==> src/rtl/alu_seq.sv <==
// Registered, handshaked ALU: single-cycle logic/arith/shift ops plus a
// WIDTH-cycle shift-add unsigned multiply, one operation in flight at a time.
module alu_seq #(
    parameter int WIDTH = 8,
    localparam int SHW = $clog2(WIDTH)
) (
    input  logic             clk,
    input  logic             rst,
    input  logic             in_valid,
    output logic             in_ready,
    input  logic [3:0]       op,
    input  logic [WIDTH-1:0] a,
    input  logic [WIDTH-1:0] b,
    input  logic             cin,
    output logic             out_valid,
    input  logic             out_ready,
    output logic [WIDTH-1:0] result,
    output logic [WIDTH-1:0] result_hi,
    output logic             cout,
    output logic             zero,
    output logic             neg,
    output logic             ovf,
    output logic             illegal,
    output logic             busy
);

    localparam logic [3:0] OP_AND = 4'd0;
    localparam logic [3:0] OP_OR  = 4'd1;
    localparam logic [3:0] OP_XOR = 4'd2;
    localparam logic [3:0] OP_ADD = 4'd3;
    localparam logic [3:0] OP_SUB = 4'd4;
    localparam logic [3:0] OP_SHL = 4'd5;
    localparam logic [3:0] OP_SHR = 4'd6;
    localparam logic [3:0] OP_MUL = 4'd7;

    typedef enum logic {IDLE = 1'b0, MUL = 1'b1} state_t;

    state_t             state_q, state_d;
    logic [SHW-1:0]     cnt_q, cnt_d;
    logic [WIDTH-1:0]   mcand_q, mcand_d;
    logic [WIDTH-1:0]   mplier_q, mplier_d;
    logic [2*WIDTH-1:0] acc_q, acc_d;

    logic               out_valid_q, out_valid_d;
    logic [WIDTH-1:0]   res_q, res_d;
    logic [WIDTH-1:0]   res_hi_q, res_hi_d;
    logic               cout_q, cout_d;
    logic               zero_q, zero_d;
    logic               neg_q, neg_d;
    logic               ovf_q, ovf_d;
    logic               illegal_q, illegal_d;

    logic [WIDTH:0]     sum, diff, mul_sum;
    logic [WIDTH-1:0]   alu_res, mul_addend;
    logic [2*WIDTH-1:0] mul_prod;
    logic               alu_cout, alu_ovf, alu_illegal;
    logic               accept, handshake;

    always_comb begin
        alu_res     = '0;
        alu_cout    = 1'b0;
        alu_ovf     = 1'b0;
        alu_illegal = 1'b0;
        sum  = {1'b0, a} + {1'b0, b} + (WIDTH+1)'(cin);
        diff = {1'b0, a} - {1'b0, b} - (WIDTH+1)'(cin);
        case (op)
            OP_AND: alu_res = a & b;
            OP_OR:  alu_res = a | b;
            OP_XOR: alu_res = a ^ b;
            OP_ADD: begin
                alu_res  = sum[WIDTH-1:0];
                alu_cout = sum[WIDTH];
                alu_ovf  = (a[WIDTH-1] == b[WIDTH-1]) && (sum[WIDTH-1] != a[WIDTH-1]);
            end
            OP_SUB: begin
                // Bit WIDTH of the widened difference is the unsigned borrow
                alu_res  = diff[WIDTH-1:0];
                alu_cout = diff[WIDTH];
                alu_ovf  = (a[WIDTH-1] != b[WIDTH-1]) && (diff[WIDTH-1] != a[WIDTH-1]);
            end
            OP_SHL: alu_res = a << b[SHW-1:0];
            OP_SHR: alu_res = a >> b[SHW-1:0];
            OP_MUL: ;
            default: alu_illegal = 1'b1;
        endcase
    end

    // Right-shifting accumulator: each step adds the multiplicand into the high
    // half and shifts one finished product bit down into the low half.
    always_comb begin
        mul_addend = mplier_q[0] ? mcand_q : '0;
        mul_sum    = {1'b0, acc_q[2*WIDTH-1:WIDTH]} + {1'b0, mul_addend};
        mul_prod   = {mul_sum, acc_q[WIDTH-1:1]};
    end

    assign in_ready  = !rst && (state_q == IDLE) && (!out_valid_q || out_ready);
    assign accept    = in_valid && in_ready;
    assign handshake = out_valid_q && out_ready;

    always_comb begin
        state_d     = state_q;
        cnt_d       = cnt_q;
        mcand_d     = mcand_q;
        mplier_d    = mplier_q;
        acc_d       = acc_q;
        out_valid_d = handshake ? 1'b0 : out_valid_q;
        res_d       = res_q;
        res_hi_d    = res_hi_q;
        cout_d      = cout_q;
        zero_d      = zero_q;
        neg_d       = neg_q;
        ovf_d       = ovf_q;
        illegal_d   = illegal_q;
        case (state_q)
            IDLE: begin
                if (accept) begin
                    if (op == OP_MUL) begin
                        mcand_d  = a;
                        mplier_d = b;
                        acc_d    = '0;
                        cnt_d    = '0;
                        state_d  = MUL;
                    end else begin
                        out_valid_d = 1'b1;
                        res_d       = alu_res;
                        res_hi_d    = '0;
                        cout_d      = alu_cout;
                        zero_d      = (alu_res == '0);
                        neg_d       = alu_res[WIDTH-1];
                        ovf_d       = alu_ovf;
                        illegal_d   = alu_illegal;
                    end
                end
            end
            MUL: begin
                acc_d    = mul_prod;
                mplier_d = mplier_q >> 1;
                cnt_d    = cnt_q + SHW'(1);
                if (cnt_q == SHW'(WIDTH-1)) begin
                    state_d     = IDLE;
                    out_valid_d = 1'b1;
                    res_d       = mul_prod[WIDTH-1:0];
                    res_hi_d    = mul_prod[2*WIDTH-1:WIDTH];
                    cout_d      = (mul_prod[2*WIDTH-1:WIDTH] != '0);
                    zero_d      = (mul_prod == '0);
                    neg_d       = mul_prod[2*WIDTH-1];
                    ovf_d       = 1'b0;
                    illegal_d   = 1'b0;
                end
            end
            default: state_d = IDLE;
        endcase
    end

    always_ff @(posedge clk) begin
        if (rst) begin
            state_q     <= IDLE;
            cnt_q       <= '0;
            mcand_q     <= '0;
            mplier_q    <= '0;
            acc_q       <= '0;
            out_valid_q <= 1'b0;
            res_q       <= '0;
            res_hi_q    <= '0;
            cout_q      <= 1'b0;
            zero_q      <= 1'b0;
            neg_q       <= 1'b0;
            ovf_q       <= 1'b0;
            illegal_q   <= 1'b0;
        end else begin
            state_q     <= state_d;
            cnt_q       <= cnt_d;
            mcand_q     <= mcand_d;
            mplier_q    <= mplier_d;
            acc_q       <= acc_d;
            out_valid_q <= out_valid_d;
            res_q       <= res_d;
            res_hi_q    <= res_hi_d;
            cout_q      <= cout_d;
            zero_q      <= zero_d;
            neg_q       <= neg_d;
            ovf_q       <= ovf_d;
            illegal_q   <= illegal_d;
        end
    end

    assign out_valid = out_valid_q;
    assign result    = res_q;
    assign result_hi = res_hi_q;
    assign cout      = cout_q;
    assign zero      = zero_q;
    assign neg       = neg_q;
    assign ovf       = ovf_q;
    assign illegal   = illegal_q;
    assign busy      = (state_q == MUL);

endmodule
==> config.mk <==
export PLATFORM = sky130hd
export DESIGN_NAME = alu_seq
export DESIGN_NICKNAME = d
export VERILOG_FILES = /design/src/rtl/alu_seq.sv
export SDC_FILE = /design/constraint.sdc
export NUM_CORES = 1
export LEC_CHECK = 0
export ABC_AREA = 1
export CORE_AREA = 2 2 106 186
export DETAILED_ROUTE_END_ITERATION = 16
export DIE_AREA = 0 0 108 188
export GPL_ROUTABILITY_DRIVEN = 0
export PLACE_DENSITY = 0.5
export SYNTH_ARGS = -nofsm -noshare
export SYNTH_HDL_FRONTEND = slang
export SYNTH_SLANG_ARGS = --single-unit
==> constraint.sdc <==
create_clock -name clk -period 3.41 [get_ports clk]
set_clock_uncertainty 0.15 [all_clocks]
set_input_delay 0.682 -clock clk [delete_from_list [all_inputs] [get_ports clk]]
set_output_delay 0.682 -clock clk [all_outputs]
set_load 0.01 [all_outputs]
==> results of run 1 <==
==> final cells by class <==
cell class | instances | area, um^2 | area share, %
timing repair buffer | 93 | 818.3 | 13.77
inverter | 89 | 337.8 | 5.687
tap | 241 | 301.5 | 5.076
clock buffer | 11 | 242.7 | 4.086
clock inverter | 5 | 78.83 | 1.327
sequential | 57 | 1141 | 19.21
multi-input combinational | 565 | 3020 | 50.84
==> worst paths after layout <==
path,endpoint,slack (ns),cells past startpoint
min,cnt_q[1],0.32,2
min reg2reg,cnt_q[1],0.32,2
max,result[7],0.32,13
max reg2reg,zero,0.97,13
==> through the flow <==
step / cells / hold slack (ns) / TNS [ns]
after floorplan: 735 / 0.2927 / 0
after CTS: 1061 / 0.3217 / 0
final: 1061 / 0.3201 / 0
after global routing: 1061 / 0.3372 / 0
after global placement: 1045 / 0.3021 / -0.01677
after detailed placement: 1045 / 0.3096 / -0.01839
==> sequential cells by signal, summed over array words and instances, names as in the netlist, 3 cells and up <==
| signal | count |
|---|---|
| acc_q | 15 |
| mcand_q | 8 |
| mplier_q | 8 |
| result | 8 |
| result_hi | 8 |
| cnt_q | 3 |
==> synth_stat cells, types with 2 or more instances <==
master    count  area, um^2
a21oi_1      55       275.3
a31oi_1      14       87.58
buf_2         5       25.02
buf_4         6       45.04
buf_6         2       22.52
clkbuf_1     10       37.54
dfxtp_1      57        1141
fa_1          5       100.1
ha_1         41       513.0
inv_1        83       311.6
inv_2         3       11.26
nand2_1     209       784.5
nand2_2       3       18.77
nand3_1      88       440.4
nand3b_1      5       37.54
nand4_1       8       50.05
nor2_1       60       225.2
nor2_2        4       25.02
nor2_4        5       56.30
nor3_1        2       10.01
nor3_4        2       32.53
o211ai_1      2       15.01
o21ai_0      40       200.2
o21ai_1       6       30.03
or2_2         4       25.02
xor2_1        2       17.52
==> power by group <==
part / leakage, nW / internal (mW) / switching, mW / total [mW]
logic: 2.30 / 0.211 / 0.308 / 0.519
registers: 0.463 / 0.687 / 0.0114 / 0.698
clock network: 0.159 / 0.657 / 0.312 / 0.969
total: 2.92 / 1.56 / 0.631 / 2.19
==> worst reg2reg max path, delay by kind of cell (launching register included) <==
family,cells,cell delay (ns)
adders and majority gates,2,0.64
buffers and inverters,1,0.04
xor gates and xnor gates,1,0.22
and+or+nand+nor,9,0.95
DFF,1,0.38
==> kinds of logic after synthesis <==
| kind of cell | synth area share [%] |
|---|---|
| buffers and inverters | 10.20 |
| DFF | 24.62 |
| adders and majority gates | 13.23 |
| and+or+nand+nor | 37.42 |
| AOI/OAI and AO/OA | 13.96 |
| xor gates and xnor gates | 0.5671 |
==> routing by layer <==
| metal | vias up | track usage, % |
|---|---|---|
| met1 | 2287 | 17.81 |
| li1 | 2552 | - |
| met3 | 56 | 1.599 |
| met2 | 147 | 31.40 |
| met4 | 0 | 11.09 |
| met5 | - | 0 |
==> flow_summary.toml, run 1 <==
[outcome]
status = "finished clean"

[setup_path]
crit_path_max_incr_delay_ns = 0.53
path_cells = "clkdlybuf4s50_1, buf_4, fa_1, inv_1, ha_1, o21ai_0, nand2_1, nand3_1, nand3_1, nand2_1, nor2_1, o21ai_1, a31oi_1"
critPathSlowestCell = "fa_1"
rr_startpoint = "mplier_q[0]"
timing_worst_setup_path_type = "primary input to flop"
crit_family = "adder cells"
crit_path_end_kind = "flop"
critPathMaxFanout = 3
crit_start = "b[0]"
arrival_ns = 3.14
critical_path_buf_inv_count = 3
cp.required_ns = 3.46
startpoint_type = "primary input"

[final_layout]
diodes = 0
fin_util_pct = 31.50
areaGrowthSynthToFinish_pct = 28.19
fill_cells = 2111
mostFrequentLayoutCell = "nand2_1"
layout-drive-gt1-share_pct = 10.37
layout_common_cells = "nand2_1 (209), nand3_1 (88), inv_1 (83)"
nNetsFinal = 886
final_area_um2 = 5941

[hold_path]
hp-start = "cnt_q[1]"
hp-class = "flop to flop"

[synth]
syn-instance-count = 735
synth-edff-count = 0
synth_cell_types = 40
ys.flop_type = "dfxtp_1"
postSynthAreaPerCell_um2 = 6.305
yosysWarnings = 0
ys_async_sr_fraction_pct = 0
synth-seq-area-share_pct = 24.62
syn_area_um2 = 4634
ys_ff_latch = 57
syn_nets = 806

[timing]
max_slew_margin_pct = 23.04
fin_crit_sh_pct = 90.71
finalMaxSlewViolations = 0
fmax_mhz = 323.3
finalSetupViolations = 0
tightest_slew_ns = 1.150
rsz0062_at_grt = "no"
hold_violations = 0
setup_ws_ns = 0.3169
period_needed_ns = 3.093

[detailed_routing]
drtIter0Drc = 288
drtPass1Iterations = 5
dr_wl_met2_um = 8820
top_layer_used = "met4"
routed_via_density = 4.752
drcViolationCount = 0
drt-total-wl_um = 16550
post_drt_wl_per_cell_um = 15.59
vias = 5042
dr_wl_met3_um = 457
postRouteAntennaNets = 0
wl_met1_um = 6241

[clock_network]
clk_latency_ns = 0.33
clock-root-buffer = "clkbuf_16"
post_cts.repair.setup_buffers = 0
cts_tree = "yes"
clockBufferDepth = 2
cts_resized = 0
clkSinkCount = 57
clk_pin_slew_worst_paths_ns = 0.05
cts_hold_buf = 0
cts_htree_levels = 3
cts_made_buffers = 9

[die]
die_h_um = 188
die-width_um = 108
die_area_um2 = 20300
io-pin-count = 49
rows = 67
coreArea_um2 = 18860
start_util_pct = 24.57

[pwr]
finalPower_mw = 2.186
p_leak_nw = 2.918
ir_worst_vdd_mv = 0.2210
p_per_area_nw_per_um2 = 368.0

[global_route]
grt_pass1_wl_um = 26390
grt_overflow = 0
grt_max_degree = 36
grt_pass1_vias = 5036
grt.total_usage_pct = 17.03
grt_antenna_before_repair = 0

[job]
maxCapViolCount = 0

[place]
placedInstanceArea_um2 = 5619
portBuffers = 48
dp_hpwl_um = 13620
pre_cts_ws_ns = -0.01839
(Power assumes the default switching activity.)
==> inputs of run 2 (changes only) <==
Settings changed: CORE_AREA 2 2 106 186 to 2 2 73 127, DIE_AREA 0 0 108 188 to 0 0 75 129, PLACE_DENSITY 0.5 to 0.85, SETUP_SLACK_MARGIN set to 0.4.
==> run 2 against run 1 <==
  * Clock-buffer cell count is 2 lower
  * Wire length is 9.8% lower
  * Die area is 52% lower
  * Hold slack hardly changed
  * Critical path type unchanged
  * Largest power group unchanged
==> flow_summary.toml, run 2 (synthesized netlist as in run 1, its figures left out) <==
[pwr]
p_comb_share_pct = 24.3
p_leak_nw = 2.833
switching_power_mw = 0.6592
p_int_mw = 1.466
pwr-share-seq_pct = 32.8
p_per_area_nw_per_um2 = 369.2
switching_share_pct = 31.03
p_clk_share_pct = 42.9
ir_worst_vdd_mv = 0.2566
finalPower_mw = 2.125

[final_layout]
nNetsFinal = 867
layout-drive-gt1-share_pct = 10.24
areaGrowthSynthToFinish_pct = 24.16
layout_common_cells = "nand2_1 (209), nand3_1 (88), inv_1 (83)"
fin_util_pct = 66.80
top_register = "acc_q"
final_area_um2 = 5754
mostFrequentLayoutCell = "nand2_1"
largest_reg_flops = 15

[timing]
hold_violations = 0
rsz0062_at_grt = "no"
max_slew_margin_pct = 42.90
finalMaxSlewViolations = 0
fmax_mhz = 344.2
setup_ws_ns = 0.5044
finalSetupViolations = 0
period_needed_ns = 2.906
setup_tns_ns = 0
tightest_slew_ns = 0.8555
fin_crit_sh_pct = 85.21

[place]
pre_cts_ws_ns = 0.03964
dp_hpwl_um = 11400
portBuffers = 48
placedInstanceArea_um2 = 5321

[die]
rows = 45
die-width_um = 75
start_util_pct = 53.80
coreArea_um2 = 8615
io-pin-count = 49
die_h_um = 129
die_area_um2 = 9675

[clock_network]
clk_pin_slew_worst_paths_ns = 0.05
clkSinkCount = 57
post_cts.repair.setup_buffers = 0
cts_htree_levels = 3
cts_made_buffers = 9
clock-root-buffer = "clkbuf_16"
clockBufferDepth = 2
cts_tree = "yes"
clk_latency_ns = 0.34
cts_hold_buf = 0

[job]
maxCapViolCount = 0

[outcome]
status = "finished clean"

[global_route]
grt_antenna_before_repair = 1
grt_pass1_wl_um = 24360
grt_max_degree = 36
grt_pass1_vias = 5319
grt_overflow = 0
grt.total_usage_pct = 32.84

[setup_path]
cp.required_ns = 3.53
startpoint_type = "primary input"
crit_path_end_kind = "flop"
critPathMaxFanout = 6
timing_worst_setup_path_type = "primary input to flop"
arrival_ns = 3.03

[hold_path]
hp-class = "flop to flop"

[detailed_routing]
drtPass1Iterations = 6
drtIter0Drc = 481
vias = 5285
postRouteAntennaNets = 0
post_drt_wl_per_cell_um = 16.24
drt-total-wl_um = 14920
routed_via_density = 5.751
drcViolationCount = 0
[run 2: cell types whose count changed in the layout (fill, tap and decap cells not counted), moves of 2 or more]
cell	delta
a21oi_1	-3
a21oi_2	+3
buf_4	-19
clkdlybuf4s50_1	-3
clkinv_2	-2
clkinv_4	+2
clkinvlp_4	+2
dlymetal6s2s_1	+2
ha_1	-8
ha_4	+8
nor2_1	-3
nor2_2	+3
[run 2: worst max-delay path: stages]
cell and delay (ns):
clkdlybuf4s50_1 0.49, inv_1 0.15, ha_1 0.42, ha_1 0.41
a21oi_1 0.17, o21a_1 0.17, nand2_1 0.06, nand2_1 0.06
nand3_1 0.06, a21oi_1 0.16, nand2_1 0.08, a21oi_1 0.11
[run 2: layout make-up]
cell class / instances / area [um^2]
Multi-Input combinational cell: 565 / 3142
Fill cell: 737 / 2860
Sequential cell: 57 / 1141
Timing Repair Buffer: 74 / 679.4
Inverter: 89 / 337.8
Clock buffer: 9 / 225.2
Tap cell: 117 / 146.4
Clock inverter: 7 / 80.08
Antenna cell: 1 / 2.502
[run 2: final timing paths]
check        slack [ns]         to   startpoint  cells past startpoint
max                0.50       cout         a[7]                     12
min                0.32  acc_q[10]    acc_q[10]                      2
max reg2reg        0.92       cout  mplier_q[0]                     12
min reg2reg        0.32  acc_q[10]    acc_q[10]                      2
[run 2: per-layer routing]
layer	GRT usage, %	routed length (um)	share of wire (%)	up-vias
li1	-	-	-	2528
met3	7.361	911	6.1	127
met4	28.47	1407	9.4	0
met2	55.78	7531	50	283
met5	0	0	0	-
met1	31.95	5071	34	2347
[run 2: repair_timing]
action                                  in CTS  in global routing
resized for setup                            3                 19
endpoints found under the hold margin        0                  0
pin swaps                                    0                  0
endpoints found under the setup margin       2                 10
[run 2: metrics by stage]
step,hold slack (ns),instances
2_1_floorplan,0.2927,735
5_1_grt,0.3439,919
4_1_cts,0.3192,918
3_5_place_dp,0.3119,902
3_3_place_gp,0.3031,902
6_report,0.3197,919
[run 2: power by group through the flow]
| stage | clock network, mW | logic [mW] | registers [mW] |
|---|---|---|---|
| 3_5_place_dp | 0 | 0.472 | 0.711 |
| 3_3_place_gp | 0 | 0.460 | 0.710 |
| 5_1_grt | 0.941 | 0.569 | 0.698 |
| 4_1_cts | 0.915 | 0.475 | 0.697 |
| 6_report | 0.911 | 0.517 | 0.697 |
| 2_1_floorplan | 0 | 0.286 | 0.716 |
